--- src/rtl/posit_pkg.sv ---
// Shared posit encoder definitions: default word geometry, special encodings
// and the per-stage payload types carried through the encode pipeline.
package posit_pkg;

  function automatic int log2(input int n);
    int r = 0;
    while ((1 << r) < n) r++;
    return r;
  endfunction

  localparam int POSIT_N  = 16;
  localparam int POSIT_ES = 2;
  localparam int POSIT_BS = log2(POSIT_N);

  localparam logic [POSIT_N-1:0] NAR    = {1'b1, {(POSIT_N-1){1'b0}}};
  localparam logic [POSIT_N-1:0] ZERO   = '0;
  localparam logic [POSIT_N-1:0] MAXPOS = {1'b0, {(POSIT_N-1){1'b1}}};
  localparam logic [POSIT_N-1:0] MINPOS = {{(POSIT_N-1){1'b0}}, 1'b1};

  typedef enum logic [2:0] {
    SP_NONE,
    SP_ZERO,
    SP_NAR,
    SP_MAXPOS,
    SP_MINPOS
  } special_t;

  typedef struct packed {
    logic                       valid;
    special_t                   special;
    logic                       sign;
    logic [POSIT_BS-1:0]        r;
    logic                       polarity;
    logic [POSIT_ES-1:0]        exp;
    logic [POSIT_N-POSIT_ES-1:0] mant;
    logic                       sticky;
  } s1_payload_t;

  typedef struct packed {
    logic               valid;
    special_t           special;
    logic               sign;
    logic [POSIT_N-2:0] mag;
  } s2_payload_t;

endpackage

--- src/rtl/DSR_right_N_S.sv ---
// Dynamic logarithmic right shifter: c = a >> b, zero fill.
module DSR_right_N_S #(
  parameter int N = 32,
  parameter int S = 5
) (
  input  logic [N-1:0] a,
  input  logic [S-1:0] b,
  output logic [N-1:0] c
);

  always_comb begin
    c = a;
    for (int i = 0; i < S; i++) begin
      if (b[i]) c = c >> (2 ** i);
    end
  end

endmodule

--- src/rtl/posit_encode_pipe.sv ---
// Three-stage posit packer: classify/regime, shift/round-to-nearest-even,
// then sign and special substitution, with a stall-aware valid/ready chain.
module posit_encode_pipe
  import posit_pkg::*;
#(
  parameter int N  = POSIT_N,
  parameter int es = POSIT_ES,
  parameter int Bs = log2(N)
) (
  input  logic          clk,
  input  logic          rst_n,
  input  logic          in_valid,
  output logic          in_ready,
  input  logic          in_sign,
  input  logic          in_zero,
  input  logic          in_nar,
  input  logic [Bs:0]   in_k,
  input  logic [es-1:0] in_exp,
  input  logic [N-es-1:0] in_mant,
  input  logic          in_sticky,
  output logic          out_valid,
  input  logic          out_ready,
  output logic [N-1:0]  out_posit
);

  localparam logic signed [Bs:0] K_MAX = (Bs+1)'(N - 2);
  localparam logic signed [Bs:0] K_MIN = (Bs+1)'(-(N - 2));

  s1_payload_t s1_reg, s1_next;
  s2_payload_t s2_reg, s2_next;
  logic         s3_valid_reg;
  logic [N-1:0] s3_posit_reg, s3_posit_next;
  logic         en1, en2, en3;

  assign en3      = !s3_valid_reg | out_ready;
  assign en2      = !s2_reg.valid | en3;
  assign en1      = !s1_reg.valid | en2;
  assign in_ready = en1;

  // S1: classify and derive the regime run length
  logic signed [Bs:0] k;
  assign k = signed'(in_k);

  always_comb begin
    s1_next          = '0;
    s1_next.valid    = in_valid;
    s1_next.sign     = in_sign;
    s1_next.exp      = in_exp;
    s1_next.mant     = in_mant;
    s1_next.sticky   = in_sticky;
    s1_next.polarity = ~in_k[Bs];
    s1_next.special  = SP_NONE;
    if (in_nar)            s1_next.special = SP_NAR;
    else if (in_zero)      s1_next.special = SP_ZERO;
    else if (k >= K_MAX)   s1_next.special = SP_MAXPOS;
    else if (k < K_MIN)    s1_next.special = SP_MINPOS;
    // Low Bs bits suffice: saturated cases never use r
    if (in_k[Bs]) s1_next.r = ~in_k[Bs-1:0] + Bs'(1);
    else          s1_next.r = in_k[Bs-1:0] + Bs'(1);
  end

  // S2: place {exp,mant} behind the regime and round
  logic [2*N-1:0] shift_in, shifted, regime, str;
  logic [Bs-1:0]  shamt;
  logic [N-2:0]   mag;
  logic           guard, sticky, round_up;

  assign shift_in = {s1_reg.exp, s1_reg.mant, {N{1'b0}}};
  assign shamt    = s1_reg.r + Bs'(1);

  DSR_right_N_S #(.N(2*N), .S(Bs)) u_dsr (
    .a(shift_in),
    .b(shamt),
    .c(shifted)
  );

  always_comb begin
    regime   = s1_reg.polarity ? ~({(2*N){1'b1}} >> s1_reg.r)
                               : ({1'b1, {(2*N-1){1'b0}}} >> s1_reg.r);
    str      = regime | shifted;
    mag      = str[2*N-1:N+1];
    guard    = str[N];
    sticky   = (|str[N-1:0]) | s1_reg.sticky;
    round_up = guard & (mag[0] | sticky);

    s2_next         = '0;
    s2_next.valid   = s1_reg.valid;
    s2_next.special = s1_reg.special;
    s2_next.sign    = s1_reg.sign;
    case (s1_reg.special)
      SP_MAXPOS: s2_next.mag = MAXPOS[N-2:0];
      SP_MINPOS: s2_next.mag = MINPOS[N-2:0];
      default:   s2_next.mag = mag + {{(N-2){1'b0}}, round_up};
    endcase
  end

  // S3: apply sign; NaR and zero bypass the magnitude path
  logic [N-1:0] mag_w;
  assign mag_w = {1'b0, s2_reg.mag};

  always_comb begin
    s3_posit_next = s2_reg.sign ? -mag_w : mag_w;
    if (s2_reg.special == SP_NAR)       s3_posit_next = NAR;
    else if (s2_reg.special == SP_ZERO) s3_posit_next = ZERO;
  end

  always_ff @(posedge clk or negedge rst_n) begin
    if (!rst_n) begin
      s1_reg       <= '0;
      s2_reg       <= '0;
      s3_valid_reg <= 1'b0;
      s3_posit_reg <= '0;
    end else begin
      if (en1) s1_reg <= s1_next;
      if (en2) s2_reg <= s2_next;
      if (en3) begin
        s3_valid_reg <= s2_reg.valid;
        s3_posit_reg <= s3_posit_next;
      end
    end
  end

  assign out_valid = s3_valid_reg;
  assign out_posit = s3_posit_reg;

endmodule

--- config.mk ---
export PLATFORM = sky130hd
export DESIGN_NAME = posit_encode_pipe
export DESIGN_NICKNAME = d
export VERILOG_FILES = /design/src/rtl/posit_pkg.sv /design/src/rtl/DSR_right_N_S.sv /design/src/rtl/posit_encode_pipe.sv
export SDC_FILE = /design/constraint.sdc
export NUM_CORES = 1
export LEC_CHECK = 0
export ABC_AREA = 1
export BUFFER_PORTS_ARGS = -buffer_cell sky130_fd_sc_hd__buf_4
export CAP_MARGIN = 25
export CELL_PAD_IN_SITES_DETAIL_PLACEMENT = 0
export CELL_PAD_IN_SITES_GLOBAL_PLACEMENT = 2
export CORE_ASPECT_RATIO = 1.25
export CORE_MARGIN = 2
export CORE_UTILIZATION = 34
export CTS_BUF_LIST = sky130_fd_sc_hd__clkbuf_4
export CTS_CLUSTER_SIZE = 12
export DETAILED_ROUTE_END_ITERATION = 10
export HOLD_SLACK_MARGIN = 0.06
export PLACE_DENSITY_LB_ADDON = 0.1
export SETUP_SLACK_MARGIN = 0.05
export SYNTH_ARGS = -nofsm -noshare
export SYNTH_HDL_FRONTEND = slang
export SYNTH_HIERARCHICAL = 1
export SYNTH_SLANG_ARGS = --single-unit
--- constraint.sdc ---
create_clock -name clk -period 3.4 [get_ports clk]
set_clock_uncertainty 0.15 [all_clocks]
set_input_delay 0 -clock clk [delete_from_list [all_inputs] [get_ports clk]]
set_output_delay 0 -clock clk [all_outputs]
set_load 0.05 [all_outputs]
---- Word-level counts from Yosys, hierarchy flattened ----
Cells that the tools add are included.
operators by class
  $add $sub $neg .......................... 5
  order comparisons ....................... 2
  eq/ne operators ......................... 4
  shift operators ......................... 2
  muxes and demuxes ....................... 14
  bitwise gates (word level) .............. 10
  reduce and logical (&&, ||, !) cells .... 4
operator list
  operator                                             count
  two-way mux 32 bit                                   5
  right shift 32 x 4 -> 32 bit (first input constant)  2
  two-way mux 16 bit                                   3
  NOT 32 bit                                           1
  bitwise OR 32 bit                                    1
  one-hot mux 15 bit (2 select lines)                  1
  negator 15 -> 16 bit                                 1
  OR reduction 16 bit                                  1
  adder 15 x 1 -> 15 bit                               1
  adder 4 x 1 -> 4 bit (second input constant)         3
  two-way mux 3 bit                                    4
  == test 3 x 2 -> 1 bit (second input constant)       2
  >= comparator 5 bit (second input constant)          1
  less-than comparator 5 bit (second input constant)   1
  bitwise OR 1 bit                                     5
  two-way mux 4 bit                                    1
  NOT 4 bit                                            1
  == test 3 x 1 -> 1 bit (second input constant)       1
  == test 3 bit (second input constant)                1
  logical NOT 1 bit                                    3
  AND 1 bit                                            1
  NOT 1 bit                                            1
storage, ports and cells
  register bits after elaboration ......... 64
  logic and storage cells ................. 55

---- Longest topological paths before layout ----
Gate-level depths: netlist of the first run.
  depth after elaboration ................. 12
  mapped depth ............................ 22
  gate-level depth less buffers ........... 20

---- By module ----
The synthesis of the first run kept the hierarchy.
modules (own cells, without submodules)
  module             times used  cells an instance  area an instance (µm²)  seq. area each (µm²)
  posit_encode_pipe  1           525                3868.7                  1601.5
  DSR_right_N_S      1           326                1395.1                  0.0

---- Worst setup path before layout of the first run ----
Ideal clock, no wire load.
  path kind ............................... reg2reg
  from .................................... register s1_reg[18] (netlist name)
  to ...................................... register s2_reg (netlist bit mag_w[10])
  setup time .............................. 133 ps
  data arrival time ....................... 2591 ps
  required time ........................... 3117 ps
  setup slack ............................. 526 ps
  cell stages (with the launch flop) ...... 22
  path through ............................ dfrtp_1 > ha_1 > ha_1 > inv_1 > buf_2 > clkbuf_1 > nand3_1 > nand2_1 > nand2_1 > nand2_1 > inv_1 > nand2_2 > nand2_2 > inv_1 > ha_1 > nand2_2 > nor2_2 > nand2_2 > nor2_1 > nand2_1 > nand3_1 > a21oi_1
on the way
  elaborated cells on any way between the ends .. 16
  those cells by class .................... add/sub: 2; shift: 2; mux: 6; bitwise: 5; reduce/logical: 1
RTL lines
  what                                 RTL line                  RTL
  from (decl)                          posit_encode_pipe.sv:29   s1_payload_t s1_reg, s1_next;
  from (signal assigned)               posit_encode_pipe.sv:114  if (en1) s1_reg <= s1_next;
  adder 4 x 1 -> 4 bit                 posit_encode_pipe.sv:69   assign shamt = s1_reg.r + Bs'(1);
  named net shamt[2]                   posit_encode_pipe.sv:64   logic [Bs-1:0] shamt;
  two-way mux 32 bit (2 in a row)      DSR_right_N_S.sv:14       if (b[i]) c = c >> (2 ** i);
  named net shifted[16]                posit_encode_pipe.sv:63   logic [2*N-1:0] shift_in, shifted, regime, str;
  bitwise OR 32 bit                    posit_encode_pipe.sv:80   str = regime | shifted;
  AND 1 bit                            posit_encode_pipe.sv:84   round_up = guard & (mag[0] | sticky);
  adder 15 x 1 -> 15 bit               posit_encode_pipe.sv:93   default: s2_next.mag = mag + {{(N-2){1'b0}}, round_up};
  one-hot mux 15 bit (2 select lines)  posit_encode_pipe.sv:90   case (s1_reg.special)
  to (signal assigned)                 posit_encode_pipe.sv:115  if (en2) s2_reg <= s2_next;
  to (decl)                            posit_encode_pipe.sv:30   s2_payload_t s2_reg, s2_next;
The timed path passes the listed nets, and every way through them passes these cells.
A chain may end at the register's enable or synchronous reset.

---- Worst setup path in the final report of the first run ----
  from .................................... register s1_reg[18] (netlist name)
  to ...................................... register s2_reg (netlist bit mag_w[0])
on the way
  elaborated cells on any way between the ends .. 16
  those cells by class .................... add/sub: 2; shift: 2; mux: 6; bitwise: 5; reduce/logical: 1
RTL lines
  what                                 RTL line                 RTL
  adder 4 x 1 -> 4 bit                 posit_encode_pipe.sv:69
  named net shamt[2]                   posit_encode_pipe.sv:64
  two-way mux 32 bit (2 in a row)      DSR_right_N_S.sv:14
  named net shifted[3]                 posit_encode_pipe.sv:63
  bitwise OR 32 bit                    posit_encode_pipe.sv:80
  OR reduction 16 bit                  posit_encode_pipe.sv:83  sticky = (|str[N-1:0]) | s1_reg.sticky;
  bitwise OR 1 bit                     posit_encode_pipe.sv:83
  bitwise OR 1 bit                     posit_encode_pipe.sv:84
  AND 1 bit                            posit_encode_pipe.sv:84
  adder 15 x 1 -> 15 bit               posit_encode_pipe.sv:93
  one-hot mux 15 bit (2 select lines)  posit_encode_pipe.sv:90
The timed path passes the listed nets, and every way through them passes these cells.

==> impl_metrics.ini, run 1 <==
[worst_setup_path]
cp_slowest_cell = dfrtp_2
worstSetupStartpointType = flop
reg2regPathDepth = 16
worstPathArrival_ns = 3.29
crit_family = simple AND/OR/NAND/NOR gates
reg2reg_to = mag_w[0]
rrSetupSlack_ns = 0.29
cp_max_fo = 16
critical_path_required_ns = 3.58
critical_path_class = reg -> reg
cp_common_cell = nand2_1
cp_num_buf_inv = 4
r2r-start = s1_reg[18]
slowest_delay_ns = 0.46
worstPathCellList = ha_1, ha_1, inv_2, inv_4, clkbuf_16, nand3_1, nand2_1, nand2_1, nand2_1, or2_2, nor4_1, nand4_1, nand3b_1, nand4_1, nand2_1, inv_1
cp-end-kind = flop

[power]
irDropWorstVdd_mv = 0.2203
power_mw = 4.557
p_leak_nw = 3.427
power_density_nw_per_um2 = 696.2

[detailed_routing]
vias = 5586
viasPerCell = 4.787
initialDrtViolationCount = 267
wl_per_cell_um = 13.45
routed_wl_mm = 15.69
drtAntennaViolNets = 0
drc = 0
drt-pass1-iter-count = 4

[clocking]
cts_tree = built
cts_max_level = 3
clockBufferDepth = 2
clock_latency_ns = 0.44
cts_sinks = 64
cts_root_buf = clkbuf_4
clk_pin_slew_ns = 0.13
numCtsBuffers = 9

[floorplan]
rows = 50
die_y_um = 143.1
pin_count = 47
start_util_pct = 34.91
core_um2 = 15080
die_area_um2 = 16500
fp.dieW_um = 115.3

[timing]
fin_crit_sh_pct = 91.56
setup_tns_ns = 0
fin_ws_ns = 0.2870
timing.slew.headroom_pct = 54.66
finalCriticalPeriod_ns = 3.113
worst_pin_slew_ns = 0.6759
finalMaxSlewViolations = 0
hold_violations = 0
rsz0062_at_grt = false
holdWs_ns = 0.1333
finalSetupViolCount = 0
fmax_mhz = 321.2

[global_route]
track_usage_pct = 19.55
grt_pass1_wl_mm = 25.59
grt_antenna_before_repair = 1
grt_pass1_vias = 5241
grt_max_degree = 40
gr-total-overflow = 0

[place]
gp_congestion = 0.8590
placed_area_um2 = 5946
pre_cts_ws_ns = 0.2391
dpl.cell_count = 1110
port_buffers = 46
dp_hpwl_mm = 11.33

[final_layout]
fill_cells = 1664
fin_nets = 995
utilization_pct = 43.41
area_growth_pct = 24.34
drive_above_1_share_pct = 11.80
stdcell_count = 1167
design_area_um2 = 6545
largest_register_ffs = 27

[logic_synthesis]
syn_inst = 851
ys_types = 39
yosys_warnings = 6
yosysSeqAreaShare_pct = 30.43
avgSynthCellArea_um2 = 6.185
ys_seq_elements = 64
netlist_area_um2 = 5264

[flow_run]
max_cap_violations = 0

[worst_hold_path]
min_path_cells = 3
holdPathEnd = s1_reg[26]
hold_class = in -> reg
hp-start = in_valid

[run_status]
outcome = finished, final reports clean
==> worst max-delay path by stage <==
| stage | from | to | slack, ns | depth (start not counted) |
|---|---|---|---|---|
| floorplan | s1_reg[18] | mag_w[10] | 0.53 | 21 |
| global placement | s1_reg[18] | mag_w[0] | 0.28 | 16 |
| detailed placement | s1_reg[18] | mag_w[0] | 0.24 | 16 |
| CTS | s1_reg[18] | mag_w[0] | 0.21 | 16 |
| global route | s1_reg[18] | mag_w[0] | 0.06 | 16 |
| finish | s1_reg[18] | mag_w[0] | 0.29 | 16 |
==> cell usage after synthesis (all sizes together) <==
library cell | instances | share of area [%]
ha | 13 | 3.1
o221ai | 1 | 0.17
dfrtp | 64 | 30
nor4 | 3 | 0.36
a22oi | 2 | 0.29
or2 | 4 | 0.48
clkbuf | 16 | 1.1
xor2 | 7 | 1.2
nand2 | 344 | 25
xnor2 | 5 | 0.83
o31ai | 2 | 0.29
a21oi | 25 | 2.4
nand3b | 7 | 1.3
nand4 | 10 | 1.2
o21ai | 36 | 3.4
nand3 | 147 | 14
clkinv | 3 | 0.24
o21bai | 5 | 0.71
buf | 23 | 2.4
conb | 1 | 0.071
a32o | 2 | 0.38
nor3 | 6 | 0.57
o32ai | 1 | 0.17
inv | 65 | 4.7
nor2 | 59 | 5.1
==> cell type report <==
cell class	instances	area (µm²)	area share [%]
timing repair buffer	100	937.1	14.32
antenna	1	2.502	0.03823
multi-input combinational	710	3339	51.02
clock inverter	7	72.57	1.109
inverter	68	261.5	3.995
sequential	64	1604	24.51
clock buffer	9	67.56	1.032
tap	208	260.3	3.976
==> tightest hold or removal path, stage by stage <==
cell and delay [ns]:
dlygate4sd3_1 0.52, buf_4 0.09, or2_2 0.08
==> placed cells by master (no fill, tap or decap), drive strengths merged <==
master and instances:
o32ai 1, a22oi 2, dlygate4sd3 36, o21bai 5, nand2 344, or2 4, nand4 10, bufinv 1
ha 13, nand3b 7, clkinvlp 1, conb 31, dfrtp 64, nand3 147, clkinv 8, inv 65
nor3 6, buf 62, xor2 7, o221ai 1, xnor2 5, a21oi 25, a32o 2, o21ai 36
o31ai 2, nor2 59, diode 1, nor4 3, clkbuf 11
==> routing by layer <==
| layer | global-route usage (%) | up-vias | share of wire [%] |
|---|---|---|---|
| li1 | - | 2930 | - |
| met1 | 22.73 | 2560 | 43 |
| met2 | 36.50 | 79 | 53 |
| met3 | 2.929 | 17 | 2.1 |
| met4 | 5.834 | 0 | 1.8 |
| met5 | 0 | - | 0 |
==> cell families (layout without fill, tap and decap cells) <==
family,after synthesis,after routing,synth area share (%)
DFF,64,64,30.43
other,1,32,0.07124
buffers and inverters,107,184,8.462
adders and majority gates,13,13,3.090
and+or+nand+nor,580,580,48.16
AOI/OAI and AO/OA,74,74,7.796
xor gates and xnor gates,12,12,1.997
==> report_power, final <==
part           switching (mW)  leakage (nW)  internal (mW)
Sequential              0.171         0.761          0.966
Clock                   0.309        0.0735          0.224
Combinational            1.87          2.59           1.02
Total                    2.35          3.43           2.21
==> what timing repair did <==
action                                 CTS  global route
setup endpoints to repair                0             7
hold buffers                            37             0
buffers inserted                         0             1
endpoints found under the hold margin  111             0
gates resized for setup                  0             9
(Power assumes the default switching activity.)
==> run 2: changes to the inputs <==
- BUFFER_PORTS_ARGS: -buffer_cell sky130_fd_sc_hd__buf_4 -> -buffer_cell sky130_fd_sc_hd__buf_2
- CORE_UTILIZATION: 34 -> 35
- CTS_CLUSTER_DIAMETER: not set -> 50
- SYNTH_HIERARCHICAL: 1 -> not set
==> impl_metrics.ini, run 2 <==
[worst_setup_path]
cp_slowest_cell = dfrtp_1
worstPathArrival_ns = 3.23
worstSetupStartpointType = flop
crit_family = simple AND/OR/NAND/NOR gates
critical_path_required_ns = 3.63
critical_path_class = reg -> reg
cp-end-kind = flop
worstPathCellList = ha_1, inv_1, ha_1, inv_2, nand3_1, nand2_1, nand2_1, nand3_1, nand2_2, inv_1, ha_1, nand2_2, nor2_8, nand3b_1, nand2_1, nand3_1, a21oi_1
slowest_delay_ns = 0.45
cp_max_fo = 17
cp_num_buf_inv = 3

[logic_synthesis]
netlist_area_um2 = 4526
yosysTopAreaCell = dfrtp_1
synth_most_common_cell = nand2_1
syn_inst = 651
synth_nets = 694
yosys_warnings = 0
ys_seq_elements = 64
synth_common_cells = 208 x nand2_1, 82 x nand3_1, 64 x dfrtp_1, 57 x inv_1, 48 x nor2_1
ys_types = 47
synth_edf_count = 0
synth_top_area_share_pct = 35.39
synth_ff_type = dfrtp_1
yosysSeqAreaShare_pct = 35.39
synth-async-reset-ratio_pct = 100.0
avgSynthCellArea_um2 = 6.952
synth_area_leaders = dfrtp_1 35%, nand2_1 17%, nand3_1 9.1%, inv_1 4.7%, o21ai_0 4.1%

[final_layout]
final_cell_mix = 208 x nand2_1, 82 x nand3_1, 62 x dfrtp_1, 57 x inv_1, 47 x nor2_1
area_growth_pct = 20.18
largest_register_ffs = 27
drive_above_1_share_pct = 15.16
final_common_cell = nand2_1
fin_nets = 770
fill_cells = 1380

[power]
p_leak_nw = 2.778
power_density_nw_per_um2 = 715.3
irDropWorstVdd_mv = 0.2409

[timing]
fmax_mhz = 334.2
setup_tns_ns = 0
hold_violations = 0
worst_pin_slew_ns = 0.7722
finalCriticalPeriod_ns = 2.992
holdWs_ns = 0.1059
finalSetupViolCount = 0
rsz0062_at_grt = false
timing.slew.headroom_pct = 48.46
fin_crit_sh_pct = 88.00
finalMaxSlewViolations = 0

[clocking]
cts_sinks = 64
cts_root_buf = clkbuf_4
cts_tree = built
clock_latency_ns = 0.46
numCtsBuffers = 9
postCtsSetupRepairBufs = 0
cts_max_level = 3
clk_pin_slew_ns = 0.14
clockBufferDepth = 2

[detailed_routing]
initialDrtViolationCount = 216
vias = 4392
routed_wl_mm = 12.48
drc = 0
viasPerCell = 4.875
drt-pass1-iter-count = 4
drtAntennaViolNets = 0
wl_per_cell_um = 13.85

[floorplan]
fp.dieW_um = 105.7
die_y_um = 131.1
die_area_um2 = 13860
pin_count = 47
start_util_pct = 35.74
core_um2 = 12660
rows = 46

[place]
port_buffers = 46
gp_congestion = 0.8552
dp_hpwl_mm = 9.618

[global_route]
grt_max_degree = 36
grt_pass1_wl_mm = 20.84
track_usage_pct = 18.82
grt_pass1_vias = 4351
gr-total-overflow = 0
grt_antenna_before_repair = 1

[flow_run]
max_cap_violations = 0

[run_status]
outcome = finished, final reports clean

[worst_hold_path]
hold_class = in -> reg
-- run 2: worst paths after layout --
kind                            startpoint       endpoint  slack (ns)  cells after the start
worst max-delay path            s1_reg[19]      mag_w[12]        0.41                     17
worst min-delay path            in_mant[6]      s1_reg[7]        0.11                      4
worst max register to register  s1_reg[19]      mag_w[12]        0.41                     17
worst min register to register  s1_reg[26]     s2_reg[19]        0.32                      2
max in group asynchronous            rst_n       mag_w[3]        2.17                      4
min in group asynchronous            rst_n  out_posit[11]        0.46                      4
-- run 2: worst reg2reg max path, stage by stage, from the launching register on --
cell and delay, ns:
dfrtp_1 0.45, ha_1 0.26, inv_1 0.06, ha_1 0.29
inv_2 0.23, nand3_1 0.12, nand2_1 0.11, nand2_1 0.08
nand3_1 0.10, nand2_2 0.09, inv_1 0.10, ha_1 0.20
nand2_2 0.12, nor2_8 0.18, nand3b_1 0.10, nand2_1 0.07
nand3_1 0.06, a21oi_1 0.15
-- run 2: kinds of logic after synthesis --
logic type,after synthesis,synth area share (%)
compound gates,92,11.92
buf+inv,86,8.377
flops,64,35.39
xor+xnor,11,2.129
fa+ha+maj,14,3.871
simple gates,384,38.32
-- run 2: metrics by stage --
step	power, mW	instance area [µm²]	worst slack, ns	std cells	util, %
CTS	3.938	5434	0.3042	900	42.92
detailed placement	3.168	4898	0.3568	851	38.69
global placement	3.161	4898	0.4576	851	38.69
finish	3.891	5439	0.4078	901	42.95
global route	4.250	5439	0.06408	901	42.95
floorplan	2.687	4526	0.5886	651	-
-- run 2: cell type report --
class,instances,area [µm²],share of cell area [%]
Antenna cell,1,2.502,0.04601
Clock buffer,9,67.56,1.242
Clock inverter,7,127.6,2.346
Inverter,63,241.5,4.440
Multi-Input combinational cell,501,2547,46.84
Sequential cell,64,1604,29.49
Tap cell,168,210.2,3.865
Timing Repair Buffer,88,638.1,11.73
-- run 2: routing by layer --
layer | share of wire [%] | up-vias | GRT usage, %
li1 | - | 2280 | -
met1 | 41 | 2027 | 20.99
met2 | 54 | 65 | 35.05
met3 | 1.9 | 20 | 2.877
met4 | 2.6 | 0 | 7.822
met5 | 0 | - | 0
-- run 2: report_power, final --
| group | internal (mW) | switching [mW] |
|---|---|---|
| Clock | 0.382 | 0.343 |
| Sequential | 0.965 | 0.159 |
| Combinational | 0.622 | 1.42 |
| Total | 1.97 | 1.92 |
-- run 2: what timing repair did --
| action | CTS | global route |
|---|---|---|
| resized for setup | 0 | 2 |
| hold buffers | 33 | 0 |
| setup endpoints to repair | 0 | 4 |
| hold endpoints to repair | 73 | 0 |
==> run 3: changes to the inputs <==
- CORE_UTILIZATION: 35 -> 31
- GPL_TIMING_DRIVEN: not set -> 0
- clock period: 3.4 -> 2.4 ns (I/O delays scaled with it)
==> impl_metrics.ini, run 3 (synthesized netlist as in run 2, its figures left out) <==
[detailed_routing]
drt-pass1-iter-count = 4
initialDrtViolationCount = 169
wl_per_cell_um = 14.84
viasPerCell = 4.841
routed_wl_mm = 13.99
vias = 4565
drtAntennaViolNets = 0
drc = 0

[global_route]
grt_max_degree = 65
grt_antenna_before_repair = 0
gr-total-overflow = 0
grt_pass1_wl_mm = 22.26
grt_pass1_vias = 4504
track_usage_pct = 18.13

[power]
power_density_nw_per_um2 = 1054
p_leak_nw = 3.033
power.share.switching_pct = 49.18
p_clk_share_pct = 16.0
power_mw = 6.494
combinationalPowerShare_pct = 59.7
seqPwrFrac_pct = 24.3
irDropWorstVdd_mv = 0.4777
p_switching_mw = 3.194
internal-power_mw = 3.300

[worst_setup_path]
critical_path_class = reg -> reg
cp-end-kind = flop
r2r-start = s1_reg[18]
rrSetupSlack_ns = -0.34
critical_path_required_ns = 2.64
worstSetupStartpointType = flop
reg2reg_to = mag_w[12]
cp_max_fo = 6
slowest_delay_ns = 0.46
worstPathCellList = inv_4, buf_12, ha_4, buf_12, inv_8, buf_8, nand3_4, nand3_2, nand2_2, nand2_2, nand3_4, nand2_4, inv_4, ha_4, nand2_8, nor2_8, nand3b_1, nand2_1, nand3_1, a21oi_1
worstPathArrival_ns = 2.97
reg2regPathDepth = 20
cp_slowest_cell = dfrtp_2

[timing]
fmax_mhz = 365.5
worst_pin_slew_ns = 0.8537
timing.slew.headroom_pct = 43.09
fin_crit_sh_pct = 114.0
fin_ws_ns = -0.3361
finalCriticalPeriod_ns = 2.736
rsz0062_at_grt = true
hold_violations = 0
setup_tns_ns = -3.488
finalSetupViolCount = 15
finalMaxSlewViolations = 0

[flow_run]
max_cap_violations = 0

[floorplan]
start_util_pct = 31.55
core_um2 = 14350
die_area_um2 = 15590
die_y_um = 139.1
rows = 49
pin_count = 47
fp.dieW_um = 112.1

[final_layout]
num_antenna_cells = 0
fin_nets = 803
final_common_cell = nand2_1
fill_cells = 1527
final_cell_mix = 191 x nand2_1, 63 x dfrtp_1, 55 x inv_1, 49 x buf_2, 48 x nand3_1
largest_register_ffs = 27
drive_above_1_share_pct = 26.54
area_growth_pct = 36.19

[clocking]
cts_max_level = 3
clock_latency_ns = 0.46
numCtsBuffers = 9
clockBufferDepth = 2
clk_pin_slew_ns = 0.14
cts_tree = built
cts_root_buf = clkbuf_4
cts_sinks = 64

[place]
port_buffers = 46
gp_congestion = 0.9157
dp_hpwl_mm = 10.32

[worst_hold_path]
hold_class = in -> reg
holdPathEnd = s1_reg[9]
min_path_cells = 4
hp-start = in_mant[8]

[run_status]
outcome = finished, violations left
failed_checks = setup timing
-- run 3: final cells by class --
cell class	count	area, µm²	area share, %
repair inverters	1	6.256	0.1015
multi-input cells	502	2973	48.23
clock inverters	7	127.6	2.071
flip-flops and latches	64	1603	26.00
clock buffers	9	67.56	1.096
inverters	63	256.5	4.162
repair buffers	96	709.4	11.51
well taps	178	222.7	3.613
plain buffers	23	197.7	3.207
-- run 3: how the worst max path moves through the flow --
| stage | start | end | slack (ns) | depth (start not counted) |
|---|---|---|---|---|
| finish | s1_reg[18] | mag_w[12] | -0.34 | 20 |
| global route | s1_reg[18] | mag_w[8] | -0.47 | 20 |
| CTS | s1_reg[18] | mag_w[12] | -0.38 | 20 |
| detailed placement | s1_reg[18] | mag_w[12] | -0.69 | 20 |
| global placement | s1_reg[18] | mag_w[6] | -0.64 | 19 |
| floorplan | s1_reg[18] | mag_w[6] | -0.17 | 19 |
-- run 3: worst max-delay path: cells and delay by family, from the launching register on --
family,cells,cell delay (ns)
adders and majority gates,2,0.41
and+or+nand+nor,11,0.90
AOI/OAI and AO/OA,1,0.14
buffers and inverters,6,0.58
DFF,1,0.46
-- run 3: stage by stage --
step	util (%)	cell area [µm²]	cells	setup slack, ns	hold slack (ns)
5_1_grt	42.96	6163	943	-0.4679	0.08832
4_1_cts	41.51	5954	938	-0.3804	0.06218
2_1_floorplan	-	4631	651	-0.1711	-0.4456
3_5_place_dp	35.45	5086	875	-0.6870	0.01668
3_3_place_gp	35.44	5084	875	-0.6445	0.04255
6_report	42.96	6163	943	-0.3361	0.1017
-- run 3: metal layers --
layer	global-route usage, %	share of wire [%]	up-vias
met5	0	0	-
met1	19.25	40	2108
met3	1.967	1.9	29
li1	-	-	2356
met2	34.99	55	72
met4	8.986	3.5	0
-- run 3: power groups by stage --
stage | Clock, mW | Sequential, mW | Combinational, mW
finish | 1.04 | 1.58 | 3.88
global placement | 0 | 1.58 | 3.10
floorplan | 0 | 1.95 | 1.99
CTS | 1.08 | 1.57 | 3.65
global route | 1.12 | 1.62 | 4.23
detailed placement | 0 | 1.60 | 3.12
-- run 3: repair_timing --
action / 4_1_cts / 5_1_grt
gates resized for setup: 52 / 39
hold buffers: 30 / 0
pin swaps: 26 / 19
setup endpoints to repair: 38 / 18
hold endpoints to repair: 109 / 0
cloned: 3 / 0
setup buffers: 14 / 5
